[config.mk]
export PLATFORM = sky130hd
export DESIGN_NAME = aux_mem_arbiter
export DESIGN_NICKNAME = d
export VERILOG_FILES = /design/src/rtl/aux_mem_arbiter.sv
export SDC_FILE = /design/constraint.sdc
export NUM_CORES = 1
export LEC_CHECK = 0
export CORE_MARGIN = 2
export CORE_UTILIZATION = 33
export CTS_BUF_LIST = sky130_fd_sc_hd__clkbuf_8
export DETAILED_ROUTE_END_ITERATION = 8
export GPL_TIMING_DRIVEN = 0
export PLACE_DENSITY = 0.87
export REMOVE_ABC_BUFFERS = 1
export SYNTH_ARGS = -nofsm -noshare
export SYNTH_HDL_FRONTEND = slang
export SYNTH_SLANG_ARGS = --single-unit
[constraint.sdc]
create_clock -name clk -period 4.5 [get_ports clk]
set_clock_uncertainty 0.2 [all_clocks]
set_input_delay 0.9 -clock clk [delete_from_list [all_inputs] [get_ports clk]]
set_output_delay 0.9 -clock clk [all_outputs]
set_load 0.03 [all_outputs]
[src/rtl/aux_mem_arbiter.sv]
// Purpose: shares the aux memory port between the BIST (port 0) and scan/host (port 1) requesters; round-robin with a burst lock, or strict port-0 priority with AUX_ARB_FIXED_PRIO_EN.
// Latency: grant is combinational in the request cycle; read data is valid one cycle after its grant.
// Backpressure: a requester holds req/we/addr/wdata until it sees gnt; each gnt cycle retires one access.
module aux_mem_arbiter #(
  parameter int DW        = 8,
  parameter int AW        = 8,
  parameter int MAX_BURST = 4
) (
  input  logic          clk,
  input  logic          rst,
  input  logic          req0,
  input  logic          we0,
  input  logic [AW-1:0] addr0,
  input  logic [DW-1:0] wdata0,
  output logic          gnt0,
  output logic          rvalid0,
  output logic [DW-1:0] rdata0,
  input  logic          req1,
  input  logic          we1,
  input  logic [AW-1:0] addr1,
  input  logic [DW-1:0] wdata1,
  output logic          gnt1,
  output logic          rvalid1,
  output logic [DW-1:0] rdata1,
  output logic          mem_we,
  output logic [AW-1:0] mem_addr,
  output logic [DW-1:0] mem_wdata,
  input  logic [DW-1:0] mem_rdata,
  output logic          busy
);

  localparam int CW = (MAX_BURST < 1) ? 1 : $clog2(MAX_BURST + 1);
  localparam logic [CW-1:0] CNT_MAX = CW'(MAX_BURST);

  localparam logic [1:0] OWN_NONE = 2'd0;
  localparam logic [1:0] OWN_P0   = 2'd1;
  localparam logic [1:0] OWN_P1   = 2'd2;

  localparam logic LAST_P0 = 1'b0;
  localparam logic LAST_P1 = 1'b1;

  logic [1:0]    owner;
  logic [CW-1:0] cnt;
  logic          last;
  logic [1:0]    rd_tag;
  logic          win0;
  logic          win1;
  logic [1:0]    win_owner;

`ifdef AUX_ARB_FIXED_PRIO_EN
  // Strict priority: port 0 always wins; nothing is granted while in reset.
  always_comb begin
    win0 = rst & req0;
    win1 = rst & req1 & ~req0;
  end
`else
  logic lock_ok;

  // Round-robin winner: the owner keeps the port under contention until its burst is used up.
  always_comb begin
    win0    = 1'b0;
    win1    = 1'b0;
    lock_ok = (cnt < CNT_MAX);
    if (rst) begin
      if (req0 && !req1) begin
        win0 = 1'b1;
      end else if (req1 && !req0) begin
        win1 = 1'b1;
      end else if (req0 && req1) begin
        if (owner == OWN_P0 && lock_ok) begin
          win0 = 1'b1;
        end else if (owner == OWN_P1 && lock_ok) begin
          win1 = 1'b1;
        end else if (last == LAST_P1) begin
          win0 = 1'b1;
        end else begin
          win1 = 1'b1;
        end
      end
    end
  end
`endif

  // Owner encoding of this cycle's winner (only meaningful when someone wins).
  always_comb begin
    win_owner = win0 ? OWN_P0 : OWN_P1;
  end

  // Drive the memory from the winner; park the bus at zero when idle.
  always_comb begin
    mem_we    = 1'b0;
    mem_addr  = '0;
    mem_wdata = '0;
    if (win0) begin
      mem_we    = we0;
      mem_addr  = addr0;
      mem_wdata = wdata0;
    end else if (win1) begin
      mem_we    = we1;
      mem_addr  = addr1;
      mem_wdata = wdata1;
    end
  end

  // Ownership and burst tracking; idle cycles release ownership but keep last.
  always_ff @(posedge clk or negedge rst) begin
    if (!rst) begin
      owner <= OWN_NONE;
      cnt   <= '0;
      last  <= LAST_P1;
    end else if (!win0 && !win1) begin
      owner <= OWN_NONE;
      cnt   <= '0;
`ifdef AUX_ARB_FIXED_PRIO_EN
    end else begin
      owner <= win_owner;
`else
    end else if (win_owner == owner) begin
      if (cnt != CNT_MAX) begin
        cnt <= cnt + CW'(1);
      end
    end else begin
      owner <= win_owner;
      cnt   <= CW'(1);
      last  <= win1;
`endif
    end
  end

  // Tag granted reads so the returning data is qualified for the right port next cycle.
  always_ff @(posedge clk or negedge rst) begin
    if (!rst) begin
      rd_tag <= 2'b00;
    end else begin
      rd_tag <= {win1 & ~we1, win0 & ~we0};
    end
  end

  assign gnt0    = win0;
  assign gnt1    = win1;
  assign busy    = win0 | win1;
  assign rvalid0 = rd_tag[0];
  assign rvalid1 = rd_tag[1];
  assign rdata0  = mem_rdata;
  assign rdata1  = mem_rdata;

endmodule
Yosys cells after proc, flatten, opt, wreduce, memory -nomap -nowiden
Cells that the tools add are included.
{ "totals": {"input_bits": 46, "wordCells": 56, "out_inout_bits": 38, "reg_bits": 8} }
{ "classes": {"n_reduce_logical": 11, "n_addsub": 1, "n_eq_ne": 6, "muxes": 26, "bitwise": 7, "magnitude_cmp": 1} }
{ "op_table": {"columns": ["operator", "n"], "rows": [
  ["2-to-1 mux 8 bit", 4],
  ["2-to-1 mux 1 bit", 16],
  ["2-to-1 mux 3 bit", 3],
  ["logical AND 1 bit", 6],
  ["2-to-1 mux 2 bit", 3],
  ["zero test 1 bit", 4],
  ["NOT 1 bit", 4],
  ["adder 3 x 1 -> 3 bit (second input constant)", 1],
  ["< comparator 3 bit (second input constant)", 1],
  ["inequality test 3 x 2 -> 1 bit (second input constant)", 1],
  ["inequality test 3 bit (second input constant)", 1],
  ["AND 1 bit", 2],
  ["equality test 2 x 1 -> 1 bit (second input constant)", 1],
  ["equality test 2 bit", 1],
  ["equality test 2 bit (second input constant)", 1],
  ["inequality test 2 bit (second input constant)", 1],
  ["AND reduction 2 bit", 1],
  ["OR 1 bit", 1]
]} }

Depth between registers and ports, before layout
Gate-level depths: netlist of run 1.
{ "logic_depth": {"depth_word": 12, "ltp_mapped": 6, "mapped_depth_nobuf": 6} }

Worst setup path after synthesis of run 1
OpenSTA, ideal clock, no wires.
{ "synth_timing": {"path_kind": "in2out", "start": "input rst", "end": "output mem_addr[0]", "n_path_buf": 1, "cell_stages": 5, "required_ns": 3.400, "arrival_ns": 1.828, "path_slack_ns": 1.572, "cell_sequence": "nand2_1 a21o_2 nor2_4 buf_6 a22o_1"} }
{ "synth_via": {"elab_cells_between_ends": 4, "classes_between": "4 x mux"} }
{ "synth_rtl": {"columns": ["item", "line", "text"], "rows": [
  ["start, declared", "10", "input logic rst,"],
  ["2-to-1 mux 1 bit", "64", "if (rst) begin"],
  ["named net gnt0", "15", "output logic gnt0,"],
  ["2-to-1 mux 8 bit", "94", "if (win0) begin"],
  ["end, declared", "26", "output logic [AW-1:0] mem_addr,"]
]} }
The timed path passes the listed nets, and every way through them passes these cells.

Worst setup path after layout of run 1
{ "layout_timing": {"start": "input req0", "end": "output mem_we"} }
{ "layout_via": {"elab_chain_cells": 7, "elab_cells_between_ends": 14, "classes_between": "10 x mux; 4 x reduce/logical"} }
{ "layout_lines": {"columns": ["item", "line", "text"], "rows": [
  ["start, declared", "11", "input logic req0,"],
  ["logical AND 1 bit / zero test 1 bit (equally long branches)", "69, 67", null],
  ["2-to-1 mux 1 bit / logical AND 1 bit (equally long branches)", "69, 67", null],
  ["2-to-1 mux 1 bit", "67", "end else if (req1 && !req0) begin"],
  ["2-to-1 mux 1 bit", "65", "if (req0 && !req1) begin"],
  ["2-to-1 mux 1 bit", "64", null],
  ["2-to-1 mux 1 bit", "98", "end else if (win1) begin"],
  ["2-to-1 mux 1 bit (*)", "94", null],
  ["end, declared", "25", "output logic mem_we,"]
]} }
Every way passes the cells marked *; elsewhere a longest branch is shown, timed or not.

==> out/qor.csv, run 1 <==
metric,value,unit
status,"finished, final reports clean",
DIE HEIGHT,55.8,um
yosys warns,0,
hold crit path type,flop to flop,
Final WS setup,189,ps
Die ar.,3110,um^2
Final Wtd Congestion,0.827,
Final setup viols,0,
iteration count of the initial detailed-routing pass,4,
Worst Path Buf+Inv,2,
layout cell share with drive strength beyond 1,13.6,%
worst r2r src,owner[1]$_DFFE_PN0P_,
DP HPWL,1.99,mm
hold_buf cts,0,
ys async rst share,100,%
Worst setup SP type,input port,
clock buffers created by TritonCTS,3,
ys flop type,dfrtp_1,
crit path cell chain,"clkdlybuf4s50_1, nand2_1, a21o_2, nor2_4, a22o_1, clkdlybuf4s50_1",
Clock Tree Buf Depth,2,
number of global-route vias before repair,933,
synth-to-layout area growth,55.4,%
"FF+latch count, synth",8,
setup slack after placement,-67.2,ps
Root Buffer,clkbuf_8,
crit-path leading delay family,buffers and inverters,
input/output buffers,59,
Post-synth EDFFs,0,
DRT iter0 DRCs,5,
measured slew at the worst slew-check pin,492,ps
Final ANT Viol Nets,0,
Synth Instances,91,
Min-Delay Path Depth,1,
Max-Slew Margin vs Limit,67.2,%
Starting Density,35.4,%
CP max FO,20,
CP Class,input port to output port,
Max Cap Viol,0,
post-synth cell types,33,
antenna cells,0,
Final period util,95.8,%
VDD IR max,158,uV
final net count,181,
Worst Path Required,3400,ps
largest net degree at the start of global routing,23,
flop-to-flop setup slack,2580,ps
WL per Instance,15.0,um
Congestion Overflow GR,0,
Core Rows,18,
routed via count,861,
area of the core,2500,um^2
Worst Hold Path EP,last$_DFFE_PN1P_,
worst r2r dst,cnt[0]$_DFFE_PN0P_,
Arrival @ worst endpoint,3210,ps
leakage,0.000531,uW
Fin. Hold Viols,0,
syn_area_per_cell,9.73,um^2
clock-pin transition on the worst setup and hold timing paths,40,ps
Mapped Area,886,um^2
Residual DRC,0,
Setup crit end kind,output port,
Pwr per Cell Area,263,nW/um^2
antenna violations before repair,0,
crit path time final,4310,ps
clock sink total,8,
CTS tree,done,
H-tree Lvls,1,
via/cell ratio,5.31,
first-pass GRT wire length,4.11,mm
min-delay src,owner[0]$_DFFE_PN0P_,
max-slew violations,0,
IO Pins,84,
f_max,0.232,GHz
post-CTS setup buffers,0,
"commonest cells after routing, fill and taps aside","clkdlybuf4s50_1, a22o_1, nand2_1, dfrtp_1, inv_1",
Die W,55.8,um
final core utilization,55.1,%
CP max stage cell,clkdlybuf4s50_1,
"commonest non-fill, non-tap cell in the layout",clkdlybuf4s50_1,
routed wire length,2.43,mm
worst skew pair latency,230,ps
RSZ-0062 raised after global routing,false,
slowest cell delay on critical path,690,ps
R2R depth,4,
Tot GR Track Use,16.5,%
register area share after synthesis,22.7,%
Worst path most repeated cell,clkdlybuf4s50_1,
## what timing repair did
action | in CTS | in global routing
setup endpoints to repair | 18 | 0
hold endpoints to repair | 0 | 0
gates resized for setup | 1 | 0
## sequential cells by signal, summed over array words and instances, names as in the netlist
| signal | count |
|---|---|
| rd_tag | 2 |
| last | 1 |
| owner | 2 |
| cnt | 3 |
## area by class of cell
cell class,instances,area [um^2]
sequential,8,201
inverter,4,15.0
clock buffer,3,41.3
fill,219,1120
timing repair buffer,59,589
clock inverter,1,3.75
tap,30,37.5
multi-input combinational,57,488
## cell usage after synthesis, drive strengths merged, types with 2 or more instances
cell type	count	area, um^2
buf	22	181
a22o	18	161
dfrtp	7	175
nand2	7	26.3
nor2	5	26.3
a21oi	4	23.8
inv	4	15.0
ha	2	25.0
nand2b	2	20.0
nand3	2	10.0
nor3	2	15.0
o2111ai	2	17.5
o211a	2	27.5
## stage by stage
step | area [um^2] | hold slack, ps | setup TNS, ps | cells | power, uW
2_1_floorplan | 704 | 319 | 0 | 69 | 191
3_3_place_gp | 1330 | 343 | -225 | 158 | 270
3_5_place_dp | 1330 | 350 | -804 | 158 | 274
4_1_cts | 1380 | 361 | 0 | 162 | 366
5_1_grt | 1380 | 384 | 0 | 162 | 381
6_report | 1380 | 358 | 0 | 162 | 362
## logic make-up (layout without fill, tap and decap cells)
logic type | after synthesis | count (layout) | share of synthesized area, %
AO/OA/AOI/OAI | 32 | 32 | 37.1
XOR/XNOR | 1 | 1 | 0.989
adder cells (fa/ha/maj) | 2 | 2 | 2.82
buffers and inverters | 26 | 67 | 22.2
flip-flops | 8 | 8 | 22.7
AND/OR/NAND/NOR | 22 | 22 | 14.1
## power breakdown
group | total (uW) | internal, uW | leakage (uW) | switching (uW)
logic | 180 | 92.4 | 0.000400 | 87.3
clock network | 89.6 | 59.2 | 0.0000269 | 30.4
registers | 93.3 | 81.5 | 0.000105 | 11.7
## routing by layer
metal	share of wire [%]	track usage, %	vias to the layer above
met5	0	0	-
met4	1.1	5.10	0
met3	16	12.8	3
met2	49	26.0	61
met1	34	16.8	400
li1	-	-	397
## how the worst max path moves through the flow
stage | depth (start not counted) | end | start | slack, ps
detailed placement | 6 | mem_addr[3] | rst | -70
global route | 6 | mem_wdata[5] | rst | 10
CTS | 6 | mem_addr[3] | req0 | 180
floorplan | 4 | mem_addr[0] | rst | 1390
finish | 6 | mem_we | req0 | 190
global placement | 6 | mem_addr[3] | rst | -30
## worst register-to-register path, cell delays in order, from the launching register on
cell and delay, ps:
dfrtp_1 530, o21ba_4 310, a21o_2 250, nor2_4 370, a22o_1 190
Note: power is estimated with default switching activity, not from simulation.
==> run 2: changes to the inputs <==
ABC_CLOCK_PERIOD_IN_PS = 4500   (was default)
SLEW_MARGIN = 5   (was default)
==> results of run 2 <==
No change in the layout: final DEF, timing and power equal those of run 1.
